--- src/rtl/hdr_buffer.sv ---
// Header buffer: gathers one ingress packet into a fixed header window, hands it to the parser
// and presents window, parser offsets and length downstream. Option: HDR_BUFFER_TRUNC_CNT_EN.
`ifndef HDR_MAX_LEN
`define HDR_MAX_LEN 32
`endif
`ifndef NUM_HEADERS
`define NUM_HEADERS 3
`endif
`ifndef DATA_BUS
`define DATA_BUS 32
`endif
`ifndef BYTE_BUS
`define BYTE_BUS 8
`endif
`ifndef TRUE
`define TRUE 1'b1
`endif
`ifndef NO_HEADER
`define NO_HEADER 32'hFFFF_FFFF
`endif

module hdr_buffer #(
    parameter int unsigned HdrMaxLen  = `HDR_MAX_LEN,
    parameter int unsigned NumHeaders = `NUM_HEADERS,
    parameter int unsigned DataBus    = `DATA_BUS
) (
    input  logic                 clk,
    input  logic                 rst,
    input  logic                 byte_valid_i,
    input  logic [`BYTE_BUS-1:0] byte_i,
    input  logic                 byte_last_i,
    output logic                 byte_ready_o,
    output logic                 start_o,
    output logic [`BYTE_BUS-1:0] pkt_hdr_o [0:HdrMaxLen-1],
    input  logic                 parse_ready_i,
    input  logic [DataBus-1:0]   parsed_hdrs_i [NumHeaders-1:0],
    output logic                 out_valid_o,
    input  logic                 out_ready_i,
    output logic [DataBus-1:0]   parsed_hdrs_o [NumHeaders-1:0],
`ifdef HDR_BUFFER_TRUNC_CNT_EN
    output logic [DataBus-1:0]   trunc_cnt_o,
`endif
    output logic [DataBus-1:0]   pkt_len_o
);

    localparam int unsigned IdxW = (HdrMaxLen > 1) ? $clog2(HdrMaxLen) : 1;

    typedef enum logic [2:0] {
        StIdle,
        StFill,
        StIssue,
        StParse,
        StOut
    } state_e;

    state_e               state_q;
    logic [DataBus-1:0]   cnt_q;
    logic                 first_q;
    logic                 start_q;
    logic                 out_valid_q;
    logic                 ready_q;
    logic [`BYTE_BUS-1:0] hdr_q [0:HdrMaxLen-1];
    logic [DataBus-1:0]   parsed_q [NumHeaders-1:0];
    logic                 accept;
`ifdef HDR_BUFFER_TRUNC_CNT_EN
    logic [DataBus-1:0]   trunc_q;
`endif

    assign accept = byte_valid_i & ready_q;

    always_ff @(posedge clk) begin
        if (rst == `TRUE) begin
            state_q     <= StIdle;
            cnt_q       <= '0;
            first_q     <= 1'b0;
            start_q     <= 1'b0;
            out_valid_q <= 1'b0;
            ready_q     <= 1'b0;
            for (int i = 0; i < HdrMaxLen; i++) hdr_q[i] <= '0;
            for (int i = 0; i < NumHeaders; i++) parsed_q[i] <= DataBus'(`NO_HEADER);
`ifdef HDR_BUFFER_TRUNC_CNT_EN
            trunc_q     <= '0;
`endif
        end else begin
            start_q <= 1'b0;
            case (state_q)
                StIdle: begin
                    ready_q <= 1'b1;
                    if (accept) begin
                        hdr_q[0] <= byte_i;
                        cnt_q    <= DataBus'(1);
                        if (byte_last_i) begin
                            state_q <= StIssue;
                            start_q <= 1'b1;
                            ready_q <= 1'b0;
                        end else begin
                            state_q <= StFill;
                        end
                    end
                end
                StFill: begin
                    if (accept) begin
                        // Bytes past the window are counted but not stored.
                        if (cnt_q < DataBus'(HdrMaxLen)) hdr_q[cnt_q[IdxW-1:0]] <= byte_i;
                        cnt_q <= cnt_q + DataBus'(1);
                        if (byte_last_i) begin
                            state_q <= StIssue;
                            start_q <= 1'b1;
                            ready_q <= 1'b0;
                        end
                    end
                end
                StIssue: begin
                    state_q <= StParse;
                    first_q <= 1'b1;
`ifdef HDR_BUFFER_TRUNC_CNT_EN
                    if (cnt_q > DataBus'(HdrMaxLen) && trunc_q != '1) begin
                        trunc_q <= trunc_q + DataBus'(1);
                    end
`endif
                end
                StParse: begin
                    // The parser's ready is still stale in the first cycle after start.
                    if (first_q) begin
                        first_q <= 1'b0;
                    end else if (parse_ready_i) begin
                        parsed_q    <= parsed_hdrs_i;
                        state_q     <= StOut;
                        out_valid_q <= 1'b1;
                    end
                end
                StOut: begin
                    if (out_ready_i) begin
                        for (int i = 0; i < HdrMaxLen; i++) hdr_q[i] <= '0;
                        out_valid_q <= 1'b0;
                        state_q     <= StIdle;
                        ready_q     <= 1'b1;
                    end
                end
                default: begin
                    state_q     <= StIdle;
                    out_valid_q <= 1'b0;
                    ready_q     <= 1'b1;
                end
            endcase
        end
    end

    assign byte_ready_o  = ready_q;
    assign start_o       = start_q;
    assign out_valid_o   = out_valid_q;
    assign pkt_len_o     = cnt_q;
    assign pkt_hdr_o     = hdr_q;
    assign parsed_hdrs_o = parsed_q;
`ifdef HDR_BUFFER_TRUNC_CNT_EN
    assign trunc_cnt_o   = trunc_q;
`endif

endmodule

--- config.mk ---
export PLATFORM = sky130hd
export DESIGN_NAME = hdr_buffer
export DESIGN_NICKNAME = d
export VERILOG_FILES = /design/src/rtl/hdr_buffer.sv
export SDC_FILE = /design/constraint.sdc
export NUM_CORES = 1
export LEC_CHECK = 0
export ABC_AREA = 1
export BUFFER_PORTS_ARGS = -buffer_cell sky130_fd_sc_hd__buf_2
export CAP_MARGIN = 20
export CORE_AREA = 2 2 195 197
export CTS_BUF_LIST = sky130_fd_sc_hd__clkbuf_16
export DETAILED_ROUTE_END_ITERATION = 16
export DIE_AREA = 0 0 197 199
export PLACE_DENSITY = 0.77
export SKIP_LAST_GASP = 1
export SLEW_MARGIN = 40
export SYNTH_ARGS = -nofsm -noshare
export SYNTH_HDL_FRONTEND = slang
export SYNTH_SLANG_ARGS = --single-unit
--- constraint.sdc ---
create_clock -name clk -period 4.1 [get_ports clk]
set_input_delay 0.41 -clock clk [delete_from_list [all_inputs] [get_ports clk]]
set_output_delay 0.41 -clock clk [all_outputs]
set_load 0.005 [all_outputs]
Yosys cells after proc, flatten, opt, wreduce, memory -nomap -nowiden --
Index checks and enable logic that the tools add are counted.
Word-level totals: register bits 391, output and inout bits 387
Operators by class: add/subtract/negate cells 1, $lt $le $gt $ge 3, equal/unequal tests 11, muxes and demuxes 32, bitwise gates (word level) 7, reductions and logical operators 17
Operators by type and width (count):
- 256-bit two-way mux | 3
- 248-bit one-hot mux with 2 select lines | 1
- 256-bit bitwise mux | 1
- 32-bit two-way mux | 2
- 32-bit one-hot mux with 2 select lines | 1
- 8-bit demux with 5-bit select | 1
- 32-bit by 1-bit adder with 32-bit output (second input constant) | 1
- 32-bit by 6-bit less-than comparator with 1-bit output (second input constant) | 1
- 8-bit one-hot mux with 3 select lines | 1
- 3-bit two-way mux | 6
- 8-bit two-way mux | 2
- 3-bit one-hot mux with 5 select lines | 1
- 2-bit != test (second input constant) | 7
- 4-bit AND reduction | 3
- 1-bit two-way mux | 9
- 3-bit by 2-bit == test with 1-bit output (second input constant) | 2
- 6-bit greater-or-equal comparator (second input constant) | 1
- 6-bit by 1-bit less-than comparator with 1-bit output (second input constant) | 1
- 5-bit inverter with 6-bit output | 1
- 3-bit AND reduction | 2
- 6-bit AND reduction | 1
- 2-bit nonzero test | 3
- 3-bit OR reduction | 2
- 1-bit inverter | 5
- other kinds (12) | 13

Logic depth before layout (Yosys ltp) --
Gate-level depths: netlist (run 1).
depth after elaboration 9, depth in mapped cells 13, gate-level depth less buffers 12

Worst setup path after synthesis (run 1) --
OpenSTA, ideal clock, no wires.
path kind register to register, start point register cnt_q[0] (netlist: pkt_len_o[0]), end point register cnt_q[14] (netlist: pkt_len_o[14]), library setup time 0.113 ns, arrival 1.659 ns, path slack 2.328 ns, stages on the path, launching flop included 11, period minus slack after synthesis 1.772 ns, path through dfxtp_1 -> ha_1 -> nand3_1 -> inv_2 -> nand2_1 -> nor2_1 -> inv_1 -> nor2_1 -> nand2_1 -> nor2_1 -> nor2_1
On the way: cells in the longest elaborated chain, start to end 3
RTL lines:
- start, declared | RTL line 57 | logic [DataBus-1:0] cnt_q;
- start signal, assigned | RTL line 91 | cnt_q <= DataBus'(1);
- start signal, assigned | RTL line 105 | cnt_q <= cnt_q + DataBus'(1);
- 32-bit by 1-bit adder with 32-bit output | RTL line 105
- 32-bit two-way mux | RTL line 102 | if (accept) begin
- 32-bit one-hot mux with 2 select lines | RTL line 86 | case (state_q)
Every way passes these cells. The select of a mux whose other input is x is not followed. A chain may end at the register's enable or synchronous reset.

Worst setup path in the final report (run 1) --
start point register state_q[0], end point register hdr_q (netlist bit pkt_hdr_o[50])
On the way: cells in the longest elaborated chain, start to end 3, elaborated cells between the ends (all ways) 8, those cells by class eq/ne: 5; mux: 1; reduce/logical: 2
RTL lines:
- start, declared | RTL line 56 | state_e state_q;
- start signal, assigned | RTL line 73 | state_q <= StIdle;
- start signal, assigned | RTL line 93 | state_q <= StIssue;
- start signal, assigned | RTL line 97 | state_q <= StFill;
- 3-bit by 1-bit == test with 1-bit output or 3-bit == test (tied branches) | RTL line 86
- 2-bit != test (no source line) or 2-bit nonzero test (tied branches)
- 4-bit AND reduction (no source line)
- end signal, assigned by index | RTL line 104 | if (cnt_q < DataBus'(HdrMaxLen)) hdr_q[cnt_q[IdxW-1:0]] <= byte_i;
- end, declared | RTL line 62 | logic [`BYTE_BUS-1:0] hdr_q [0:HdrMaxLen-1];
Parallel ways exist; a longest one is shown, timed or not.

==> flow_summary.toml, run 1 <==
[run_status]
outcome = "finished, final reports clean"

[sta]
tightest_slew_ns = 0.789
finalSetupTns_ns = 0
finClkSkew_ns = 0.0205
finalMaxSlewViolations = 0
rsz0062_at_grt = "no"
slew-limit-headroom = 0.474
final.period_utilization = 0.739
timing.final.crit_period_ns = 3.03
layout_setup_ws_ns = 1.07
final_hold_viol_count = 0
max_freq_mhz = 330
finalSetupViolCount = 0

[power_and_ir_drop]
switching_power_uw = 3300
comb_power_share = 0.225
p_seq_frac = 0.414
p_total_uw = 9780
p_per_area_nw_per_um2 = 486
p_leak_uw = 0.00891
p_int_uw = 6480
switching_share = 0.337
irDropWorstVdd_mv = 0.355
p_clk_frac = 0.360

[critical_path]
start_kind = "flop"
path_class = "flop to flop"
slowest_delay_ns = 0.52
cp_max_fo = 139
critPathSlowestCell = "clkinv_8"
end_kind = "flop"
critical_path_required_ns = 4.58
arrival_ns = 3.51
worstPathCellList = "nor2_2, inv_2, nor2_2, buf_4, nand2_1, o21ai_1, clkinv_8, buf_4, nand3_2, nand2_1, a21oi_1"

[place]
dp_slack_ns = 1.27
post-dp-hpwl_mm = 40.5
portBuffers = 496
place_congestion = 0.947

[floorplan]
rows = 71
start_util = 0.428
boundaryPins = 497
core_area_um2 = 37100
die-area_um2 = 39200
dieWidth_um = 197
fp.dieH_um = 199

[route]
wl_per_cell_um = 19.0
routed_wl_mm = 57.6
drc_errors = 0
ant_nets = 0
vias = 16931
viasPerCell = 5.58
drt-pass1-iter-count = 5
dr.first_iter.drc_count = 1280

[synthesis]
synthCells = 2111
netlist_area_um2 = 15900
synth_cell_types = 29
yosysWarnings = 0
syn_area_per_cell_um2 = 7.53
syn_nets = 2225
yosysSeqAreaShare = 0.493
ys_ff_latch = 391

[finish]
final_nets = 2645
final_cell_mix = "592 x nand2_1, 495 x buf_2, 391 x dfxtp_1, 272 x a21oi_1, 264 x nand4_1"
drive_gt1_frac = 0.248
final_common_cell = "nand2_1"
num-fill-cells = 3508
syn2layout_area_growth_pct = 26.7

[global_routing]
track_usage = 0.283
antenna_found_initial = 11
grt.overflow.total = 0
grt_pass1_wl_mm = 86.9
grt_pass1_vias = 15535
grt_max_degree = 140

[cts]
cts.sinks = 391
cts_post_setup_buffers_inserted = 0
clockRootBuffer = "clkbuf_16"
cts_htree_levels = 2
clock_path_buffers = 3
cts_tree = "built"
post_cts_resized = 0
numCtsBuffers = 42
clk_latency_ns = 0.56
ctsHoldBuffers = 0
clk_pin_slew_ns = 0.06

[job]
max_cap_viol_count = 0

[min_path]
hold_class = "input pin to flop"
-- metal layers --
metal,wire (um),global-route usage,up-vias,share of wire
li1,-,-,8042,-
met1,21600,0.321,7912,0.38
met2,28400,0.500,788,0.49
met3,4630,0.0678,177,0.080
met4,2850,0.135,12,0.049
met5,69,0,-,0.0012
-- stage by stage --
step	std cells	instance area, um^2	utilization	hold WS, ns
floorplan	2111	15900	-	0.453
global placement	2945	18500	0.498	0.433
detailed placement	2960	18800	0.507	0.438
CTS	3034	20100	0.541	0.0283
global route	3036	20100	0.542	0.0399
finish	3036	20100	0.542	0.0568
-- worst max-delay path, delay by kind of cell, from the launching register on --
kind	cells	cell delay, ns
buffers and inverters	4	1.32
AND/OR/NAND/NOR	5	0.72
AO/OA/AOI/OAI	2	0.45
flip-flops	1	0.35
-- cells in the mapped netlist (all sizes together) --
cell	count	share of area
nand2	593	0.14
dfxtp	391	0.49
a21oi	272	0.086
nand4	264	0.10
nand3	156	0.056
nor2	119	0.029
inv	96	0.023
clkbuf	84	0.020
buf	70	0.025
o21ai	35	0.012
nor3	18	0.0057
ha	4	0.0032
nand3b	2	0.00094
a31oi	1	0.00039
and2	1	0.00039
and3	1	0.00039
nor3b	1	0.00047
nor4	1	0.00039
o21a	1	0.00047
o21bai	1	0.00047
-- registers in the layout (all words and copies together), names as in the netlist --
signal         count
pkt_hdr_o        256
start_o            1
pkt_len_o         32
parsed_hdrs_o     96
byte_ready_o       1
first_q            1
state_q            3
out_valid_o        1
-- path summary, 6_finish.rpt --
kind                     start                 to  slack, ns  cells after the start
max reg2reg         state_q[0]      pkt_hdr_o[50]       1.07                     11
min reg2reg  parsed_hdrs_o[85]  parsed_hdrs_o[85]       0.45                      2
min          parsed_hdrs_i[31]  parsed_hdrs_o[31]       0.06                      3
max                 state_q[0]      pkt_hdr_o[50]       1.07                     11
-- power by group through the flow --
stage          Clock, uW  Sequential (uW)  Combinational [uW]
6_report            3520             4050                2210
5_1_grt             3730             4070                2400
4_1_cts             3590             4050                2170
3_5_place_dp           0             4130                2170
3_3_place_gp           0             4130                2070
2_1_floorplan          0             4140                1560
-- logic make-up (layout without fill, tap and decap cells) --
logic type	count (synthesis)	after routing	share of synthesized area
compound gates	310	310	0.0990
fa+ha+maj	4	4	0.00315
buf+inv	250	700	0.0675
flops	391	391	0.493
other cells	0	1	0
simple gates	1156	1156	0.338
-- layout make-up --
cell class              count  area [um^2]  area share
diodes                      1         2.50    0.000124
clock buffers              43         1080      0.0535
clock inverters            31          176     0.00877
inverters                  96          374      0.0186
multi-input cells        1470         7050       0.350
flip-flops and latches    391         7830       0.389
well taps                 474          593      0.0295
repair buffers            530         3020       0.150
No activity file was read; power rests on OpenSTA's default activity.
==> run 2: changes to the inputs <==
--- a/config.mk
+++ b/config.mk
@@ -5,14 +5,14 @@
 export SDC_FILE = /design/constraint.sdc
 export NUM_CORES = 1
 export LEC_CHECK = 0
-export ABC_AREA = 1
+export ABC_AREA = 0
 export BUFFER_PORTS_ARGS = -buffer_cell sky130_fd_sc_hd__buf_2
 export CAP_MARGIN = 20
-export CORE_AREA = 2 2 195 197
+export CORE_AREA = 2 2 191 193
 export CTS_BUF_LIST = sky130_fd_sc_hd__clkbuf_16
 export DETAILED_ROUTE_END_ITERATION = 16
-export DIE_AREA = 0 0 197 199
-export PLACE_DENSITY = 0.77
+export DIE_AREA = 0 0 193 195
+export PLACE_DENSITY = 0.75
 export SKIP_LAST_GASP = 1
 export SLEW_MARGIN = 40
 export SYNTH_ARGS = -nofsm -noshare
==> constraint.sdc (replaced) <==
create_clock -name clk -period 2.45 [get_ports clk]
set_input_delay 0.245 -clock clk [delete_from_list [all_inputs] [get_ports clk]]
set_output_delay 0.245 -clock clk [all_outputs]
set_load 0.005 [all_outputs]
==> run 2 against run 1 <==
Net effect:
- non-clock buffer count rose by 124
- clock power rose by 64%
- register-to-register slack got worse by 0.89 ns
- critical endpoint is now pkt_hdr_o[139]
==> flow_summary.toml, run 2 <==
[cts]
clk_pin_slew_ns = 0.06
cts_tree = "built"
numCtsBuffers = 42
cts.sinks = 391
clock_path_buffers = 3
clk_latency_ns = 0.56
cts_htree_levels = 2
clockRootBuffer = "clkbuf_16"

[synthesis]
netlist_area_um2 = 13700
synth_top_family_by_area = "compound AO/OA/AOI/OAI gates"
synth_edf_count = 0
synthMuxAreaShare = 0.000732
synth_compound_area_frac = 0.261
syn_area_per_cell_um2 = 11.0
synthFlopType = "dfxtp_1"
synthXorXnorAreaFrac = 0.0167
synth_cell_types = 48
synth.most_common_cell = "dfxtp_1"
synth_adder_area_share = 0.00366
yosysSeqAreaShare = 0.572
ys_ff_latch = 391
synthCells = 1240
yosys-top-cells-count = "391 x dfxtp_1, 225 x a22o_1, 104 x nor2b_1"
syn_nets = 1354
yosysTopAreaCell = "dfxtp_1"
synth-simple-area-share = 0.115
yosysWarnings = 0
ys_top_cells_by_area = "dfxtp_1 57%, a22o_1 14%, a211o_1 6.1%"
synth_top_area_frac = 0.572
synthArstFlopShare = 0

[sta]
final_hold_viol_count = 0
layout_setup_ws_ns = 0.181
rsz0062_at_grt = "yes"
final.period_utilization = 0.926
timing.hold.ws_ns = 0.0255
finalMaxSlewViolations = 0
finClkSkew_ns = 0.0194
max_freq_mhz = 441
tightest_slew_ns = 0.774
slew-limit-headroom = 0.482
timing.final.crit_period_ns = 2.27
finalSetupViolCount = 0
finalSetupTns_ns = 0

[critical_path]
path_class = "flop to flop"
critPathSlowestCell = "and2_1"
start_kind = "flop"
end_kind = "flop"
cp_num_buf_inv = 0
arrival_ns = 2.77
setup.worst_path.start = "pkt_len_o[2]"
cp_max_fo = 9
worstPathCellList = "and2_1, nand2b_1, nor2_1, a22o_1"
slowest_delay_ns = 0.57
cpLargestDelayFamily = "simple AND/OR/NAND/NOR gates"
r2r-start = "pkt_len_o[2]"
critical_path_required_ns = 2.95

[place]
dp_slack_ns = 0.178
portBuffers = 496
placed_area_um2 = 17000
post-dp-hpwl_mm = 34.2
place_congestion = 0.884

[floorplan]
boundaryPins = 497
start_util = 0.386
fp.dieH_um = 195
dieWidth_um = 193
rows = 69
core_area_um2 = 35400
die-area_um2 = 37600

[global_routing]
grt_max_degree = 62
grt.overflow.total = 0
grt_pass1_wl_mm = 74.4
grt_pass1_vias = 12727
antenna_found_initial = 4
track_usage = 0.255

[finish]
seqCellArea_um2 = 7830
syn2layout_area_growth_pct = 40.9
multi_input_area_um2 = 5490
final_nets = 1963
final_cell_area_um2 = 19300
drive_gt1_frac = 0.328
final_common_cell = "buf_2"
final_cell_mix = "495 x buf_2, 391 x dfxtp_1, 225 x a22o_1, 104 x nor2b_1, 104 x dlygate4sd3_1"
num-fill-cells = 2999
final_core_util = 0.544
largest_reg_flops = 256

[job]
max_cap_viol_count = 0

[route]
viasPerCell = 5.49
dr.first_iter.drc_count = 638
drt-pass1-iter-count = 5
drc_errors = 0
routed_wl_mm = 49.9
vias = 12835
wl_per_cell_um = 21.3
ant_nets = 0

[min_path]
hold_class = "input pin to flop"
min_from = "byte_i[3]"

[power_and_ir_drop]
p_per_area_nw_per_um2 = 692
p_leak_uw = 0.00826
irDropWorstVdd_mv = 0.546

[run_status]
outcome = "finished, final reports clean"
[run 2: repair_timing]
action                                 CTS  global route
setup endpoints to repair                0            37
buffers inserted                         0             0
endpoints found under the hold margin  105             0
gates resized for setup                  0             5
hold buffers                           104             0
[run 2: cells by family (layout without fill, tap and decap cells)]
group,Yosys count,in the layout
AO/OA/AOI/OAI,429,429
flip-flops,391,391
AND/OR/NAND/NOR,290,290
buffers and inverters,99,736
XOR/XNOR,26,26
adder cells (fa/ha/maj),4,4
multiplexers,1,1
other,0,2
[run 2: worst paths after layout]
check                                      end  slack (ns)  cells past startpoint
worst max-delay path            pkt_hdr_o[139]        0.18                      4
worst min-delay path            pkt_hdr_o[251]        0.03                      3
worst max register to register  pkt_hdr_o[139]        0.18                      4
worst min register to register  pkt_hdr_o[244]        0.46                      1
[run 2: layout make-up]
cell class                 instances  area share
antenna                            2    0.000260
timing repair buffer             654       0.213
multi-input combinational        750       0.285
inverter                          10     0.00195
clock inverter                    30     0.00948
sequential                       391       0.406
clock buffer                      42      0.0545
tap                              461      0.0299
[run 2: per-stage QoR]
step | instances | total power (uW)
3_5_place_dp | 2162 | 7550
4_1_cts | 2338 | 13400
6_report | 2340 | 13300
3_3_place_gp | 2162 | 7530
5_1_grt | 2339 | 13800
2_1_floorplan | 1240 | 7080
[run 2: layer usage]
layer	vias up	routed length, um	track usage
met5	-	27	0
met4	4	2510	0.129
met3	125	4270	0.0701
met2	629	24200	0.444
met1	6190	19000	0.282
li1	5887	-	-
[run 2: worst reg2reg max path: cells and delay by family, from the launching register on]
family             cells  cell delay (ns)
AOI/OAI and AO/OA      1             0.22
and+or+nand+nor        3             1.57
DFF                    1             0.42
[run 2: power breakdown]
part / internal [uW] / leakage (uW) / switching, uW
Sequential: 6420 / 0.00315 / 38.0
Combinational: 444 / 0.00447 / 666
Clock: 3220 / 0.000636 / 2540
Total: 10100 / 0.00826 / 3240
==> run 3: changes to the inputs <==
--- a/config.mk
+++ b/config.mk
@@ -12,7 +12,7 @@
 export CTS_BUF_LIST = sky130_fd_sc_hd__clkbuf_16
 export DETAILED_ROUTE_END_ITERATION = 16
 export DIE_AREA = 0 0 193 195
-export PLACE_DENSITY = 0.75
+export PLACE_DENSITY = 0.67
 export SKIP_LAST_GASP = 1
 export SLEW_MARGIN = 40
 export SYNTH_ARGS = -nofsm -noshare
==> run 3 against run 2 <==
Net effect:
- combinational power about the same
- via count down 1.4%
- critical path type unchanged
- first-iteration DRC count increased by 3.1%
- count of clock-buffer cells in the layout rose by 1
- critical endpoint is now pkt_hdr_o[135]
- highest routed layer unchanged
==> flow_summary.toml, run 3 (synthesis results as in run 2) <==
[cts]
clockRootBuffer = "clkbuf_16"
clock_path_buffers = 3
numCtsBuffers = 42
clk_pin_slew_ns = 0.06
cts.sinks = 391
clk_latency_ns = 0.57
cts_htree_levels = 2
cts_tree = "built"

[power_and_ir_drop]
p_per_area_nw_per_um2 = 717
irDropWorstVdd_mv = 0.554
p_leak_uw = 0.00836

[finish]
final_nets = 1966
final_core_util = 0.554
drive_gt1_frac = 0.346
syn2layout_area_growth_pct = 43.5
num-fill-cells = 3014
final_common_cell = "buf_2"
stdcell_count = 2346
final_cell_mix = "495 x buf_2, 391 x dfxtp_1, 225 x a22o_1, 105 x dlygate4sd3_1, 102 x nor2b_1"
largest_reg_flops = 256

[min_path]
min_from = "byte_i[5]"
hold_class = "input pin to flop"
min_path_cells = 3
min_to = "pkt_hdr_o[253]"

[route]
drt-pass1-iter-count = 5
vias = 12656
viasPerCell = 5.39
dr.first_iter.drc_count = 658
ant_nets = 0
routed_wl_mm = 49.8
wl_per_cell_um = 21.2
drc_errors = 0

[floorplan]
start_util = 0.386
rows = 69
core_area_um2 = 35400
fp.dieH_um = 195
dieWidth_um = 193
boundaryPins = 497
die-area_um2 = 37600

[sta]
finClkSkew_ns = 0.0188
finalMaxSlewViolations = 0
tightest_slew_ns = 0.767
max_freq_mhz = 434
final_hold_viol_count = 0
slew-limit-headroom = 0.489
timing.final.crit_period_ns = 2.31
timing.hold.ws_ns = 0.0411
finalSetupViolCount = 0
finalSetupTns_ns = 0
final.period_utilization = 0.941

[critical_path]
cp_max_fo = 31
critical_path_required_ns = 2.95
worst_r2r_path_depth = 7
ff2ff_setup_slack_ns = 0.14
start_kind = "flop"
r2r-start = "pkt_len_o[28]"
path_class = "flop to flop"
arrival_ns = 2.81
end_kind = "flop"
reg2reg_to = "pkt_hdr_o[135]"

[place]
place_congestion = 0.826
portBuffers = 496
post-dp-hpwl_mm = 34.5
post-place-cells = 2162

[global_routing]
grt_pass1_vias = 12377
antenna_found_initial = 3
grt.overflow.total = 0
track_usage = 0.254
grt_max_degree = 112
grt_pass1_wl_mm = 73.7

[job]
max_cap_viol_count = 0

[run_status]
outcome = "finished, final reports clean"
[run 3: how the worst max path moves through the flow]
stage / to / startpoint / slack (ns) / cells past startpoint
after floorplan: pkt_len_o[29] / pkt_len_o[0] / 0.37 / 6
after global placement: pkt_hdr_o[104] / pkt_len_o[28] / -0.03 / 6
after detailed placement: pkt_hdr_o[107] / pkt_len_o[28] / -0.04 / 6
after CTS: pkt_hdr_o[174] / pkt_len_o[28] / -0.02 / 6
after global routing: pkt_hdr_o[13] / pkt_len_o[28] / -0.01 / 7
final: pkt_hdr_o[135] / pkt_len_o[28] / 0.14 / 7
[run 3: layout make-up]
type	instances	area, um^2	share of cell area
Timing Repair Buffer	657	4140	0.211
Inverter	10	37.5	0.00191
Clock inverter	33	329	0.0168
Clock buffer	43	1080	0.0548
Multi-Input combinational cell	750	5630	0.287
Tap cell	461	577	0.0294
Sequential cell	391	7830	0.399
Antenna cell	1	2.50	0.000128
[run 3: power breakdown]
group          total [uW]  internal (uW)  switching, uW
Clock                6470           3830           2640
Sequential           6460           6420           39.1
Combinational        1130            453            674
[run 3: per-layer routing]
metal,share of wire,vias up,wire (um),track usage
met5,0.00014,-,7,0
met4,0.052,2,2610,0.133
met3,0.075,119,3750,0.0534
met2,0.49,573,24500,0.454
met1,0.38,6052,18900,0.281
li1,-,5910,-,-
[run 3: metrics by stage]
stage	setup slack, ns	cell area (um^2)	power, uW
6_report	0.144	19600	14100
3_5_place_dp	-0.0380	17000	7550
3_3_place_gp	-0.0251	16900	7530
2_1_floorplan	0.371	13700	7080
5_1_grt	-0.0130	19600	14500
4_1_cts	-0.0155	19400	14200
[run 3: what timing repair did]
| action | CTS | global route |
|---|---|---|
| pin swaps | 0 | 1 |
| endpoints found under the setup margin | 95 | 236 |
| gates cloned | 0 | 0 |
| resized for setup | 2 | 27 |
| endpoints found under the hold margin | 107 | 0 |
| hold buffers | 105 | 0 |
| buffers inserted | 0 | 2 |
[run 3: worst max-delay path: stages, from the launching register on]
cell	delay [ns]
dfxtp_1	0.37
nor4_2	0.33
nand4_1	0.25
a211oi_4	0.35
buf_8	0.27
and3_1	0.25
buf_12	0.23
a22o_1	0.18
